===== src/rtl/tff_bank_arbiter_if.sv =====
// Requester-side bus of the shared T flip-flop bank: flattened per-requester
// request/mask/count inputs and the granted bank state.
interface tff_bank_arbiter_if #(
    parameter int NREQ  = 4,
    parameter int WIDTH = 4,
    parameter int CW    = 4
);
    logic [NREQ-1:0]       req;
    logic [NREQ*WIDTH-1:0] mask_in;
    logic [NREQ*CW-1:0]    cnt_in;
    logic [NREQ-1:0]       gnt;
    logic                  busy;
    logic                  done;
    logic [WIDTH-1:0]      q;
    logic [WIDTH-1:0]      qb;

    modport master (output req, mask_in, cnt_in, input gnt, busy, done, q, qb);
    modport slave  (input req, mask_in, cnt_in, output gnt, busy, done, q, qb);
endinterface


===== src/rtl/tff_bank_arbiter.sv =====
// Round-robin shared T flip-flop bank: one granted requester toggles the bank
// with its latched mask for its latched number of cycles, then releases it.
module tff_cell (
    input  logic clk,
    input  logic rst,
    input  logic t,
    output logic q
);
    always_ff @(posedge clk) begin
        if (rst) q <= 1'b0;
        else     q <= q ^ t;
    end
endmodule

module tff_bank_arbiter #(
    parameter int NREQ  = 4,
    parameter int WIDTH = 4,
    parameter int CW    = 4
) (
    input logic               clk,
    input logic               rst,
    tff_bank_arbiter_if.slave bus
);
    localparam int IW = (NREQ > 1) ? $clog2(NREQ) : 1;

    typedef enum logic [1:0] {IDLE, RUN, DONE} state_t;

    state_t                     state, state_nxt;
    logic [IW-1:0]              ptr, idx, sel, cand;
    logic                       found;
    logic [WIDTH-1:0]           mask;
    logic [CW-1:0]              cnt;
    logic [NREQ-1:0][WIDTH-1:0] mask_arr;
    logic [NREQ-1:0][CW-1:0]    cnt_arr;
    logic                       toggle, abort;
    logic [WIDTH-1:0]           t_vec, q;

    assign mask_arr = bus.mask_in;
    assign cnt_arr  = bus.cnt_in;

    function automatic logic [IW-1:0] inc_idx(input logic [IW-1:0] i);
        return (i == IW'(NREQ - 1)) ? '0 : i + 1'b1;
    endfunction

    // First set request scanning from ptr upward, wrapping mod NREQ
    always_comb begin
        found = 1'b0;
        sel   = '0;
        cand  = '0;
        for (int k = 0; k < NREQ; k++) begin
            cand = IW'((int'(ptr) + k) % NREQ);
            if (!found && bus.req[cand]) begin
                found = 1'b1;
                sel   = cand;
            end
        end
    end

    // A dropped request aborts on the same edge, so that edge must not toggle
    assign abort  = (state == RUN) && !bus.req[idx];
    assign toggle = (state == RUN) &&  bus.req[idx];

    always_ff @(posedge clk) begin
        if (rst) begin
            state <= IDLE;
            ptr   <= '0;
            idx   <= '0;
            mask  <= '0;
            cnt   <= '0;
        end else begin
            state <= state_nxt;
            case (state)
                IDLE: if (found) begin
                    idx  <= sel;
                    mask <= mask_arr[sel];
                    cnt  <= cnt_arr[sel];
                end
                RUN: begin
                    if (toggle) cnt <= cnt - 1'b1;
                    else        ptr <= inc_idx(idx);
                end
                DONE:    ptr <= inc_idx(idx);
                default: ;
            endcase
        end
    end

    always_comb begin
        state_nxt = state;
        case (state)
            IDLE: if (found) state_nxt = (cnt_arr[sel] != '0) ? RUN : DONE;
            RUN: begin
                if (abort)                 state_nxt = IDLE;
                else if (cnt == CW'(1))    state_nxt = DONE;
            end
            DONE:    state_nxt = IDLE;
            default: state_nxt = IDLE;
        endcase
    end

    always_comb begin
        bus.busy = (state != IDLE);
        bus.done = (state == DONE);
        bus.gnt  = '0;
        if (state != IDLE) bus.gnt[idx] = 1'b1;
    end

    assign t_vec = toggle ? mask : '0;

    for (genvar i = 0; i < WIDTH; i++) begin : g_cell
        tff_cell u_cell (
            .clk (clk),
            .rst (rst),
            .t   (t_vec[i]),
            .q   (q[i])
        );
    end

    assign bus.q  = q;
    assign bus.qb = ~q;
endmodule


===== src/flat_wrapper.sv =====
// flat-port wrapper written by rule: the top's interface ports become plain ports
module tff_bank_arbiter_flat 
#(
    parameter int NREQ  = 4,
    parameter int WIDTH = 4,
    parameter int CW    = 4
)
  (clk, rst, bus_req, bus_mask_in, bus_cnt_in, bus_gnt, bus_busy, bus_done, bus_q, bus_qb);
  tff_bank_arbiter_if #(.NREQ(NREQ), .WIDTH(WIDTH), .CW(CW)) bus_i ();
  input logic clk;
  input logic rst;
  input wire logic [$bits(bus_i.req)-1:0] bus_req;
  input wire logic [$bits(bus_i.mask_in)-1:0] bus_mask_in;
  input wire logic [$bits(bus_i.cnt_in)-1:0] bus_cnt_in;
  output wire logic [$bits(bus_i.gnt)-1:0] bus_gnt;
  output wire logic [$bits(bus_i.busy)-1:0] bus_busy;
  output wire logic [$bits(bus_i.done)-1:0] bus_done;
  output wire logic [$bits(bus_i.q)-1:0] bus_q;
  output wire logic [$bits(bus_i.qb)-1:0] bus_qb;
  assign bus_i.req = bus_req;
  assign bus_i.mask_in = bus_mask_in;
  assign bus_i.cnt_in = bus_cnt_in;
  assign bus_gnt = bus_i.gnt;
  assign bus_busy = bus_i.busy;
  assign bus_done = bus_i.done;
  assign bus_q = bus_i.q;
  assign bus_qb = bus_i.qb;
  tff_bank_arbiter #(.NREQ(NREQ), .WIDTH(WIDTH), .CW(CW)) u_core (.clk(clk), .rst(rst), .bus(bus_i));
endmodule

===== config.mk =====
export PLATFORM = sky130hd
export DESIGN_NAME = tff_bank_arbiter_flat
export DESIGN_NICKNAME = d
export VERILOG_FILES = /design/src/rtl/tff_bank_arbiter_if.sv /design/src/rtl/tff_bank_arbiter.sv /design/src/flat_wrapper.sv
export SDC_FILE = /design/constraint.sdc
export NUM_CORES = 1
export LEC_CHECK = 0
export BUFFER_PORTS_ARGS = -buffer_cell sky130_fd_sc_hd__buf_2
export CORE_MARGIN = 1.5
export CORE_UTILIZATION = 48
export CTS_CLUSTER_DIAMETER = 100
export DETAILED_ROUTE_END_ITERATION = 12
export GPL_ROUTABILITY_DRIVEN = 0
export GPL_TIMING_DRIVEN = 1
export PLACE_DENSITY = 0.77
export SETUP_SLACK_MARGIN = 0.05
export SLEW_MARGIN = 10
export SYNTH_ARGS = -nofsm -noshare
export SYNTH_HDL_FRONTEND = slang
export SYNTH_HIERARCHICAL = 1
export SYNTH_SLANG_ARGS = --single-unit
export TNS_END_PERCENT = 10

===== constraint.sdc =====
create_clock -name clk -period 2.7 [get_ports clk]
set_input_delay 0.135 -clock clk [delete_from_list [all_inputs] [get_ports clk]]
set_output_delay 0.135 -clock clk [all_outputs]
set_load 0.05 [all_outputs]

==> results.txt, run 1 <==
Detailed router's first-iteration violation count: 20
Clk Latency, worst-skew pair: 0.29 ns
WP data arrival: 2.28 ns
Cell types occupying the most area after synthesis: dfxtp_1 (28%), mux2i_1 (12%), mux2_2 (7.0%)
CTS resizes: 0
Syn Area/Cell: 8.45 um^2
Count of non-filler cells in the finished layout: 236
Post-synthesis xor/xnor area fraction: 2.73%
Synth unique cells: 37
Max_cap viols: 0
Largest net degree at the start of global routing: 20
Critical Path Start: u_core/idx[0]$_SDFFE_PP0P_
Vias: 1,262
Clock root cell: clkbuf_4
Core area: 0.00250 mm^2
WP data required: 2.93 ns
Antenna Nets Post-Route: 0
Worst-Margin Slew: 0.731 ns
Min Tclk post-route: 2.04 ns
Initial antenna violation count: 0
Setup TNS Final: 0 ns
Synth cell count leaders: nor2_1 (20), dfxtp_1 (18), mux2i_1 (15), nand2_1 (15)
Min setup slack post-route: 0.659 ns
Clk network pwr share: 15.7%
Combinational share of power: 49.8%
Post-synthesis cell count: 152
Final period util: 75.6%
Setup bufs post-CTS: 0
Die area: 0.00300 mm^2
Die Wd: 54.7 um
Register area: 360 um^2
DR DRC count: 0
Status: finished clean
Hold Path Class: input port to flop
Peak VDD IR: 0.608 mV
Syn nets: 196
Reg2reg start: u_core/idx[0]$_SDFFE_PP0P_
Port buffer count: 51
Adder-Cell Fraction of Synth Area: 5.84%
Multiplexer area fraction after synthesis: 20.6%
GR Overflow Total: 0
Internal: 0.612 mW
Die H: 54.7 um
Post-CTS Hold Buffers: 0
Synth Area in Compound Gates: 17.6%
Core Rows: 18
Drt pass-1 iters: 4
Slew Viols, Final: 0
Sw Share: 41.9%
Num CTS Buffers: 3
Clock-pin slew on the worst setup and hold paths: 0.10 ns
Fin area: 0.00160 mm^2
Antenna Cells: 0
Clock Sinks: 18
Post-synth ARST share: 0%
Vias/cell: 5.35
Max FO, Critical Path: 9
Gr usage total: 22.3%
Sequential power share: 34.5%
Leakage: 0.737 nW
Worst hold start: rst
DP Cell Count: 232
Top-count cell post-synth: nor2_1
Skew final: 0.00356 ns
WS Path Type: flop to flop
Switching Power: 0.441 mW
Final wirelength: 3.08 mm
Synth top area share: 28.0%
Number of flops mapped to enable cells by yosys: 0
Area after DPL: 0.00157 mm^2
I/O pin count: 52
Share of cells above drive strength 1: 34.5%
Final setup fails: 0
Synth-to-Final Area Change: 24.6%
First-pass GRT wire length: 4.89 mm
CTS max path bufs: 2
Syn. warnings: 6
Fillers: 219
RSZ-0062 raised after global routing: no
Crit path launch type: flop
H-tree levels: 1
Final Hold Viols: 0
Max transition margin: 51.3%
Starting Density: 51.4%
Multi-input combinational cell area: 845 um^2
Final #Nets: 251
Vias in the first global route: 1,155
Post-synth top flop: dfxtp_1
Simple-gate share of the synthesized area: 18.9%
Routed WL per cell: 13.1 um
FMAX: 490 MHz
Dpl ws: 0.705 ns
Largest family of logic cells by synthesized area: multiplexers
CTS tree: yes
Seq/Total Area, Yosys: 28.0%
Yosys top cell by area: dfxtp_1
DP Wirelength: 2.37 mm
CP Capture Type: flop
PwrDens: 658 mW/mm^2
#FFs+latches synth: 18
Post-synthesis instance area: 0.00128 mm^2
Core Util, Final: 64.1%
path summary, 6_finish.rpt:
| kind | cells after the start | endpoint | slack, ns |
|---|---|---|---|
| setup / recovery | 5 | u_core/cnt[0]$_SDFFE_PP0P_ | 0.66 |
| hold / removal | 2 | u_core/g_cell[1].u_cell/q$_SDFF_PP0_ | 0.21 |
| setup reg to reg | 5 | u_core/cnt[0]$_SDFFE_PP0P_ | 0.66 |
| hold reg to reg | 2 | u_core/mask[1]$_SDFFE_PP0P_ | 0.46 |
registers in the layout, summed over array words and instances (netlist names):
register and count:
u_core/g_cell.u_cell/q 4, u_core/ptr 2, u_core/mask 4, u_core/state 2
u_core/idx 2, u_core/cnt 4
per-layer routing:
metal	share of wire [%]	vias to the layer above	GRT usage [%]
li1	-	637	-
met1	41	583	24.1
met2	54	42	46.0
met3	4.4	0	4.10
met4	0	0	0
met5	0	-	0
critical path, stage by stage, from the launching register on:
cell and delay [ns]:
dfxtp_1 0.46, mux4_4 0.75, a21oi_1 0.40, a21oi_1 0.12, o21ai_0 0.10, nor2b_1 0.15
cells in the final DEF, fill, tap and decap left out, drive strengths merged:
cell and instances:
buf 54, o22ai 1, inv 12, a21o 1, or3 1, a311oi 1, dfxtp 18, nor2 20
o21a 1, o31a 1, nand4 1, mux4 1, xnor2 4, nor2b 7, nand3 1, nand2 15
mux2i 15, ha 6, o211ai 4, and3 4, o21bai 1, a22oi 1, o41ai 1, or2b 1
o31ai 1, a21oi 13, mux2 8, a22o 1, clkbuf 4, a211oi 1, o221a 1, nor3 1
o21ai 2, nand2b 2
power groups by stage:
| stage | clock [mW] | sequential (mW) | combinational [mW] |
|---|---|---|---|
| after detailed placement | 0 | 0.368 | 0.523 |
| after global placement | 0 | 0.364 | 0.507 |
| final | 0.165 | 0.363 | 0.525 |
| after floorplan | 0 | 0.372 | 0.392 |
| after CTS | 0.167 | 0.362 | 0.525 |
| after global routing | 0.177 | 0.368 | 0.579 |
cell type report:
type	instances	area share, %
Sequential cell	18	22.5
Timing Repair Buffer	54	17.3
Inverter	12	2.81
Clock buffer	4	2.27
Tap cell	30	2.34
Multi-Input combinational cell	118	52.7
cell families (layout without fill, tap and decap cells):
kind of cell,Yosys count,count (layout)
and+or+nand+nor,53,53
AOI/OAI and AO/OA,31,31
muxes,24,24
DFF,18,18
buffers and inverters,16,70
adders and majority gates,6,6
xor gates and xnor gates,4,4
stage by stage:
stage                     hold slack, ns  power, mW
after floorplan                    0.207      0.764
after global placement             0.446      0.872
after detailed placement           0.454      0.891
after CTS                          0.205       1.05
after global routing               0.228       1.12
final                              0.212       1.05
Power figures use the tool's default switching activity.
==> run 2, diff against run 1 <==
CORE_UTILIZATION = 43   (was 48)
PLACE_DENSITY = 0.73   (was 0.77)
clock period = 1.8 ns   (was 2.7 ns; I/O delays follow)
==> results.txt, run 2 (synthesized netlist as in run 1, its figures left out) <==
FMAX: 559 MHz (was 490 MHz)
Leakage: 0.800 nW (was 0.737 nW)
Gr usage total: 20.5% (was 22.3%)
Worst-Margin Slew: 0.943 ns (was 0.731 ns)
Commonest non-fill, non-tap cell in the layout: buf_2 (unchanged)
Slowest-stage cell, CP: dfxtp_2 (was mux4_4)
Num CTS Buffers: 3 (unchanged)
Max_cap viols: 0 (unchanged)
Post-CTS Hold Buffers: 0 (unchanged)
Buf+Inv Stages, Crit Path: 1 (was 0)
Vias/cell: 5.30 (was 5.35)
Failing checks: design-rule violations
Vias in the first global route: 1,269 (was 1,155)
WP data arrival: 1.99 ns (was 2.28 ns)
Clock-pin slew on the worst setup and hold paths: 0.10 ns (about the same)
RSZ-0062 raised after global routing: yes (was no)
Peak VDD IR: 0.466 mV (was 0.608 mV)
PwrDens: 978 mW/mm^2 (was 658 mW/mm^2)
Detailed router's first-iteration violation count: 49 (was 20)
Die H: 57.7 um (was 54.7 um)
Power, Total: 1.69 mW (was 1.05 mW)
CP cell instances: nand2b_4 -> a21oi_2 -> a211oi_4 -> buf_12 -> mux2i_1 -> mux2_2 -> nand4_1 -> a22o_1 (was mux4_4 -> a21oi_1 -> a21oi_1 -> o21ai_0 -> nor2b_1)
Clock Sinks: 18 (unchanged)
WS Path Type: flop to flop (unchanged)
Final setup fails: 0 (unchanged)
CTS max path bufs: 2 (unchanged)
Most frequent cells in the layout: buf_2 (51), nor2_1 (20), nand2_1 (15), dfxtp_1 (15), mux2i_1 (14) (was buf_2 (51), nor2_1 (20), dfxtp_1 (18))
Synth-to-Final Area Change: 34.4% (was 24.6%)
Port buffer count: 51 (unchanged)
Min Tclk post-route: 1.79 ns (was 2.04 ns)
Clock root cell: clkbuf_4 (unchanged)
First-pass GRT wire length: 5.33 mm (was 4.89 mm)
Crit path launch type: flop (unchanged)
Final Hold Viols: 0 (unchanged)
GR Overflow Total: 0 (unchanged)
CTS tree: yes (unchanged)
Die Wd: 57.7 um (was 54.7 um)
Max transition margin: 36.3% (was 51.3%)
Die area: 0.00333 mm^2 (was 0.00300 mm^2)
Clk Latency, worst-skew pair: 0.30 ns (was 0.29 ns)
Skew final: 0.00267 ns (was 0.00356 ns)
DR DRC count: 3 (was 0)
Core Rows: 19 (was 18)
Max FO, Critical Path: 12 (was 9)
Hold Path Class: input port to flop (unchanged)
Crit path largest cell delay: 0.38 ns (was 0.75 ns)
I/O pin count: 52 (unchanged)
Final period util: 99.3% (was 75.6%)
Status: finished, violations left (was finished clean)
Top flop regs: u_core/cnt (4), u_core/g_cell.u_cell/q (4), u_core/mask (4) (unchanged)
Antenna Cells: 0 (unchanged)
Area after DPL: 0.00164 mm^2 (was 0.00157 mm^2)
WP data required: 2.00 ns (was 2.93 ns)
Crit path max-delay family: compound AO/OA/AOI/OAI gates (was multiplexers)
Fin area: 0.00173 mm^2 (was 0.00160 mm^2)
DP Wirelength: 2.48 mm (was 2.37 mm)
Slew Viols, Final: 0 (unchanged)
CP Capture Type: flop (unchanged)
Vias: 1,299 (was 1,262)
Initial antenna violation count: 0 (unchanged)
H-tree levels: 1 (unchanged)
Routed WL per cell: 12.7 um (was 13.1 um)
Final wirelength: 3.12 mm (was 3.08 mm)
Share of cells above drive strength 1: 40.7% (was 34.5%)
Core area: 0.00281 mm^2 (was 0.00250 mm^2)
Final #Nets: 259 (was 251)
Drt pass-1 iters: 8 (was 4)
Antenna Nets Post-Route: 0 (unchanged)
Starting Density: 45.8% (was 51.4%)
Largest net degree at the start of global routing: 20 (unchanged)
run 2: timing repair:
action,CTS,global route
pin swaps,3,5
setup buffers,3,0
gates resized for setup,5,4
endpoints found under the setup margin,7,16
run 2: final cells by class:
class / count / area [um^2]
repair buffers: 62 / 363
flip-flops and latches: 18 / 367
clock buffers: 4 / 36.3
inverters: 12 / 45.0
well taps: 31 / 38.8
fillers: 241 / 1080
multi-input cells: 118 / 877
run 2: layer usage:
layer,vias to the layer above,part of all wire [%],track usage (%)
met5,-,0,0
met2,50,49,36.9
met1,594,41,23.8
li1,648,-,-
met4,0,2.0,8.64
met3,7,8.0,3.79
run 2: worst paths after layout:
| check | start | endpoint | slack [ns] | depth (start not counted) |
|---|---|---|---|---|
| worst max-delay path | u_core/ptr[0]$_SDFFE_PP0P_ | u_core/state[0]$_SDFFE_PP0P_ | 0.01 | 8 |
| worst min-delay path | rst | u_core/g_cell[0].u_cell/q$_SDFF_PP0_ | 0.16 | 2 |
| worst min register to register | u_core/mask[3]$_SDFFE_PP0P_ | u_core/mask[3]$_SDFFE_PP0P_ | 0.47 | 2 |
| worst max register to register | u_core/ptr[0]$_SDFFE_PP0P_ | u_core/state[0]$_SDFFE_PP0P_ | 0.01 | 8 |
run 2: metrics by stage:
stage	hold WS, ns	TNS, ns	std cells	utilization (%)	worst slack [ns]
CTS	0.156	0	245	61.3	0.00646
finish	0.162	0	245	61.6	0.0124
detailed placement	0.452	-0.0738	238	58.3	-0.0346
global placement	0.444	0	238	58.3	0.0421
floorplan	0.162	-0.0804	152	-	-0.0586
global route	0.169	-0.423	245	61.6	-0.0883
run 2: power breakdown:
group / total, mW / switching [mW] / leakage (nW) / internal [mW]
Sequential: 0.544 / 0.0697 / 0.149 / 0.474
Clock: 0.251 / 0.127 / 0.0210 / 0.123
Combinational: 0.894 / 0.486 / 0.630 / 0.408
